## src/rtl/universal_shift_serializer.sv

```systemverilog
// Universal shift register with manual hold/shift/load modes and an automatic
// LSB-first serializer that pulses DONE once the whole word has been shifted out.
module universal_shift_serializer #(
  parameter int unsigned WIDTH = 8,
  localparam int unsigned CW   = $clog2(WIDTH)
) (
  input  logic             CLK,
  input  logic             RST,
  input  logic             EN,
  input  logic [1:0]       MODE,
  input  logic             START,
  input  logic [WIDTH-1:0] D,
  input  logic             SI_MSB,
  input  logic             SI_LSB,
  output logic [WIDTH-1:0] Q,
  output logic             SO_LSB,
  output logic             SO_MSB,
  output logic             BUSY,
  output logic             DONE,
  output logic [CW-1:0]    CNT
);

  typedef enum logic [1:0] {StIdle, StShift, StDone} state_e;

  localparam logic [CW-1:0] LastIdx = CW'(WIDTH - 1);

  state_e           state_q, state_d;
  logic [WIDTH-1:0] q_q, q_d;
  logic [CW-1:0]    cnt_q, cnt_d;
  logic             busy_q, busy_d;
  logic             done_q, done_d;

  always_ff @(posedge CLK) begin
    if (!RST) begin
      state_q <= StIdle;
      q_q     <= '0;
      cnt_q   <= '0;
      busy_q  <= 1'b0;
      done_q  <= 1'b0;
    end else begin
      state_q <= state_d;
      q_q     <= q_d;
      cnt_q   <= cnt_d;
      busy_q  <= busy_d;
      done_q  <= done_d;
    end
  end

  always_comb begin
    state_d = state_q;
    q_d     = q_q;
    cnt_d   = cnt_q;
    unique case (state_q)
      StIdle: begin
        // START outranks any manual operation requested in the same cycle.
        if (START) begin
          q_d     = D;
          cnt_d   = '0;
          state_d = StShift;
        end else if (EN) begin
          unique case (MODE)
            2'b00: q_d = q_q;
            2'b01: q_d = {SI_MSB, q_q[WIDTH-1:1]};
            2'b10: q_d = {q_q[WIDTH-2:0], SI_LSB};
            2'b11: q_d = D;
          endcase
        end
      end
      StShift: begin
        q_d = {SI_MSB, q_q[WIDTH-1:1]};
        if (cnt_q == LastIdx) begin
          cnt_d   = '0;
          state_d = StDone;
        end else begin
          cnt_d = cnt_q + 1'b1;
        end
      end
      StDone: begin
        state_d = StIdle;
      end
      default: begin
        state_d = StIdle;
        cnt_d   = '0;
      end
    endcase
  end

  // Status flags come straight from flops so they cannot glitch.
  always_comb begin
    busy_d = (state_d == StShift);
    done_d = (state_d == StDone);
  end

  assign Q      = q_q;
  assign SO_LSB = q_q[0];
  assign SO_MSB = q_q[WIDTH-1];
  assign BUSY   = busy_q;
  assign DONE   = done_q;
  assign CNT    = cnt_q;

endmodule

```

## config.mk

```make
export PLATFORM = sky130hd
export DESIGN_NAME = universal_shift_serializer
export DESIGN_NICKNAME = d
export VERILOG_FILES = /design/src/rtl/universal_shift_serializer.sv
export SDC_FILE = /design/constraint.sdc
export NUM_CORES = 1
export LEC_CHECK = 0
export CORE_ASPECT_RATIO = 0.7
export CORE_UTILIZATION = 35
export CTS_CLUSTER_DIAMETER = 120
export DETAILED_ROUTE_END_ITERATION = 8
export SLEW_MARGIN = 20
export SYNTH_ARGS = -nofsm -noshare
export SYNTH_HDL_FRONTEND = slang
export SYNTH_SLANG_ARGS = --single-unit
```

## constraint.sdc

```tcl
create_clock -name CLK -period 1.9 [get_ports CLK]
set_clock_uncertainty 0.05 [all_clocks]
set_input_delay 0.38 -clock CLK [delete_from_list [all_inputs] [get_ports CLK]]
set_output_delay 0.38 -clock CLK [all_outputs]
set_load 0.1 [all_outputs]
```

======== Word-level counts from Yosys, hierarchy flattened ========
Index checks and enable logic that the tools add are counted.
cells by class
  reduce and logical (&&, ||, !) cells .... 5
  bitwise operators ....................... 1
  add/sub/neg operators ................... 1
  equality and inequality tests ........... 11
  mux-type cells .......................... 10
operator list
  operator                                                          count
  8-bit one-hot mux with 3 select lines                             1
  8-bit two-way mux                                                 2
  8-bit one-hot mux with 2 select lines                             1
  3-bit one-hot mux with 3 select lines                             1
  2-bit == test (second input constant)                             4
  2-bit by 1-bit == test with 1-bit output (second input constant)  3
  3-bit two-way mux                                                 2
  3-bit != test (second input constant)                             2
  2-bit logical NOT                                                 2
  2-bit two-way mux                                                 2
  2-bit one-hot mux with 2 select lines                             1
  3-bit by 1-bit adder with 3-bit output (second input constant)    1
  3-bit == test (second input constant)                             1
  3-bit AND reduction                                               1
  2-bit != test (second input constant)                             1
  2-bit AND reduction                                               1
  2-bit nonzero test                                                1
  1-bit inverter                                                    1
storage, ports and cells
  bits of input ports ..................... 16
  bits in registers ....................... 15
  logic and storage cells ................. 33
  output and inout port bits .............. 15

======== Logic depth before layout (Yosys ltp) ========
  depth in word-level cells ............... 5
  gate-level depth with buffers ........... 6

======== Worst setup path after synthesis ========
No wires, ideal clock.
  path kind ............................... reg2reg
  start point ............................. reg cnt_q[0] (netlist: CNT[0])
  end point ............................... reg cnt_q[0] (netlist: CNT[0])
  stages on the path, launching flop included .. 6
  path slack .............................. 0.060 ns
  arrival time ............................ 1.674 ns
  data required time ...................... 1.733 ns
  path buffers ............................ 0
  cells stage by stage .................... dfxtp_1 ha_1 ha_1 nor3_1 a21oi_1 nor2_1
on the way
  word-level cells in the longest chain between the ends .. 3
  elaborated cells between the ends (all ways) .. 4
  those cells by class .................... add/sub: 1; eq/ne: 1; mux: 2
ends and longest elaborated chain
  what                                                                            line    source
  start: declaration                                                              29      logic [CW-1:0] cnt_q, cnt_d;
  start signal: assignment                                                        43      cnt_q <= cnt_d;
  3-bit by 1-bit adder with 3-bit output / 3-bit == test (equally long branches)  75, 71
  3-bit two-way mux *                                                             71      if (cnt_q == LastIdx) begin
  3-bit one-hot mux with 3 select lines *                                         53      unique case (state_q)
Mark *: on every way between the ends. The rest lies on a longest branch, timed or not.
A chain may end at the register's enable or synchronous reset.

======== Worst setup path after layout ========
  start point ............................. in MODE[0]
  end point ............................... reg q_q[7] (netlist: Q[7])
on the way
  word-level cells in the longest chain between the ends .. 5
  elaborated cells between the ends (all ways) .. 10
  those cells by class .................... eq/ne: 4; mux: 4; reduce/logical: 2
ends and longest elaborated chain
  what                                                                              line  source
  start: declaration                                                                10    input logic [1:0] MODE,
  2-bit == test / 2-bit by 1-bit == test with 1-bit output (equally long branches)  61    unique case (MODE)
  8-bit one-hot mux with 3 select lines                                             61
  8-bit two-way mux                                                                 60    end else if (EN) begin
  8-bit two-way mux                                                                 56    if (START) begin
  8-bit one-hot mux with 2 select lines                                             53
  end signal: assignment                                                            42    q_q <= q_d;
  end: declaration                                                                  28    logic [WIDTH-1:0] q_q, q_d;
Parallel ways exist; a longest one is shown, timed or not. The select of a mux whose other input is x is not followed.

==> flow_metrics.tcl <==
set metrics [dict create \
    status "completed" \
    dpl.cell_count 177 \
    min_period_ps 1741 \
    die_x_um 62.98 \
    worst-setup-path-type "in2reg" \
    synth_warnings 0 \
    cp-end-kind "flip-flop" \
    syn_area_sq_um 910.9 \
    synth_cell_types 27 \
    dieArea_sq_um 2814 \
    drc 0 \
    final-seq-area_sq_um 300.3 \
    r2r_setup_slack_ps 370 \
    startpoint "MODE[0]" \
    required_ps 1990 \
    syn_to_final_growth_pct 64.56 \
    clock_latency_ps 250 \
    setup_slack_ps 158.8 \
    cts_tree "built" \
    slew_headroom_pct 68.33 \
    ant_nets 0 \
    vias 990 \
    clkTransAtPathRegs_ps 60 \
    boundaryPins 31 \
    grt_antenna_before_repair 0 \
    viasPerCell 5.470 \
    crit_arrival_ps 1830 \
    clockBufferDepth 2 \
    grt_pass1_wl_um 4229 \
    worstMarginPinSlew_ps 463.1 \
    synth_cells 108 \
    drt_pass1_iterations 4 \
    synth_seq_cells 15 \
    design_area_sq_um 1499 \
    cts.sinks 15 \
    rows 15 \
    synthesis.nets 126 \
    cts_max_level 1 \
    rsz0062_at_grt "no" \
    setup_viol 0 \
    fmax_ghz 0.5743 \
    place.detailed.hpwl_um 1863 \
    drive_above_1_share_pct 27.89 \
    cts_setup_buffers 0 \
    min_path_type "reg2reg" \
    multiInputGateArea_sq_um 541.8 \
    worstHoldStart "state_q[1]" \
    grt_usage_pct 19.91 \
    start_util_pct 37.05 \
    layout.nets 166 \
    p_per_area_nw_per_um2 730.2 \
    place.gp.congestion 0.8178 \
    start_kind "input port" \
    cts-buffers-inserted 3 \
    grt_max_degree 15 \
    grt_pass1_vias 891 \
    finalHoldViolCount 0 \
    slew_violations 0 \
    syn_avg_cell_area_sq_um 8.434 \
    leakage_uw 0.0006060 \
    finalNonFillerCells 181 \
    drv_cap 0 \
    port_buffers 30 \
    dpl-instance-area_sq_um 1448 \
    final.fill_count 226 \
    antenna_cells 0 \
    first_iter_violations 54 \
    seq_area_frac_synth_pct 32.97 \
    die-height_um 44.68 \
    ir_drop_uv 482.4 \
    drt-wirelength-per-cell_um 14.50 \
    timing.rr.start "CNT[0]" \
    place_ws_ps -142.7 \
    finalWirelength_um 2625 \
    finalCritPeriodShare_pct 91.64 \
    cp_max_fo 11 \
    coreArea_sq_um 2459 \
    clk_root_buffer_cell "clkbuf_8" \
    globalRoute.totalOverflow 0 \
]
[where the power goes]
| group | switching (uW) | total [uW] | internal, uW | leakage (uW) |
|---|---|---|---|---|
| logic | 266 | 452 | 186 | 0.000460 |
| clock network | 112 | 261 | 149 | 0.0000228 |
| registers | 44.3 | 382 | 337 | 0.000124 |
[per-layer routing]
layer  GRT usage [%]  share of wire, %  vias up
met5               0                 0        -
met4           4.186              0.72        0
met3           6.443               8.0        4
met2           28.39                43       41
met1           28.81                48      462
li1                -                 -      483
[kinds of logic (layout without fill, tap and decap cells)]
kind of cell	count (synthesis)	count (layout)	synth area share, %
compound gates	33	33	24.31
fa+ha+maj	2	2	2.747
buf+inv	12	51	7.966
flops	15	15	32.97
simple gates	46	46	32.00
[layout by cell type, fill, tap and decap left out, types with 2 or more instances in the layout]
cell type,Yosys,layout
a21oi_1,17,17
inv_1,3,3
a22oi_1,2,2
buf_12,0,15
nand2b_1,8,8
a32o_1,7,7
and4bb_2,6,6
or2b_1,2,2
a2111oi_0,2,2
nand3_1,15,15
dfxtp_1,15,15
buf_4,2,14
clkbuf_8,0,3
nor2_1,6,5
nand2_1,3,3
clkdlybuf4s50_1,0,14
ha_1,2,2
and3_1,2,2
[cells in the mapped netlist (all sizes together)]
master | instances | area, sq um
buf | 8 | 57.55
nor2b | 1 | 6.260
o311ai | 1 | 8.760
a22oi | 2 | 15.01
inv | 3 | 11.26
a21oi | 18 | 93.84
a32o | 7 | 70.07
and2 | 1 | 6.260
nand2b | 8 | 50.05
dfxtp | 15 | 300.3
nor3 | 1 | 5.000
and4bb | 7 | 87.58
nand2 | 3 | 11.26
a2111oi | 2 | 17.52
and3 | 2 | 12.51
o21ai | 2 | 10.00
nor2 | 6 | 22.52
clkbuf | 1 | 3.750
ha | 2 | 25.02
nand3 | 15 | 75.07
o22ai | 1 | 6.260
or2b | 2 | 15.01
[stage by stage]
stage / util, % / hold WS (ps) / setup TNS, ps / total power (uW)
finish: 60.97 / 529.6 / 0 / 1094
global route: 60.97 / 555.7 / 0 / 1133
CTS: 60.71 / 520.5 / 0 / 1097
detailed placement: 58.88 / 499.4 / -886.3 / 835.5
global placement: 58.88 / 507.6 / -385.1 / 833.1
floorplan: - / 447.9 / 0 / 648.6
[layout make-up]
cell class,count,share of cell area [%]
flip-flops and latches,15,20.03
inverters,3,0.7513
repair buffers,44,37.23
clock buffers,4,3.005
well taps,34,2.838
multi-input cells,81,36.14
[flip-flops by register name (all words and copies together), names as in the netlist]
| signal | count |
|---|---|
| DONE | 1 |
| Q | 8 |
| state_q | 2 |
| CNT | 3 |
| BUSY | 1 |
[worst paths after layout]
path / end / cells past startpoint
min: state_q[0] / 1
max reg2reg: BUSY / 3
min reg2reg: state_q[0] / 1
max: Q[7] / 5
[critical path, cell delays in order]
cell and delay (ps):
clkdlybuf4s50_1 570, o21ai_1 240, a21oi_2 90, and2_2 260, a32o_1 280
[repair_timing]
action,in CTS,in global routing
endpoints found under the setup margin,0,7
gates resized for setup,0,3
hold buffers,0,0
(Power assumes the default switching activity.)
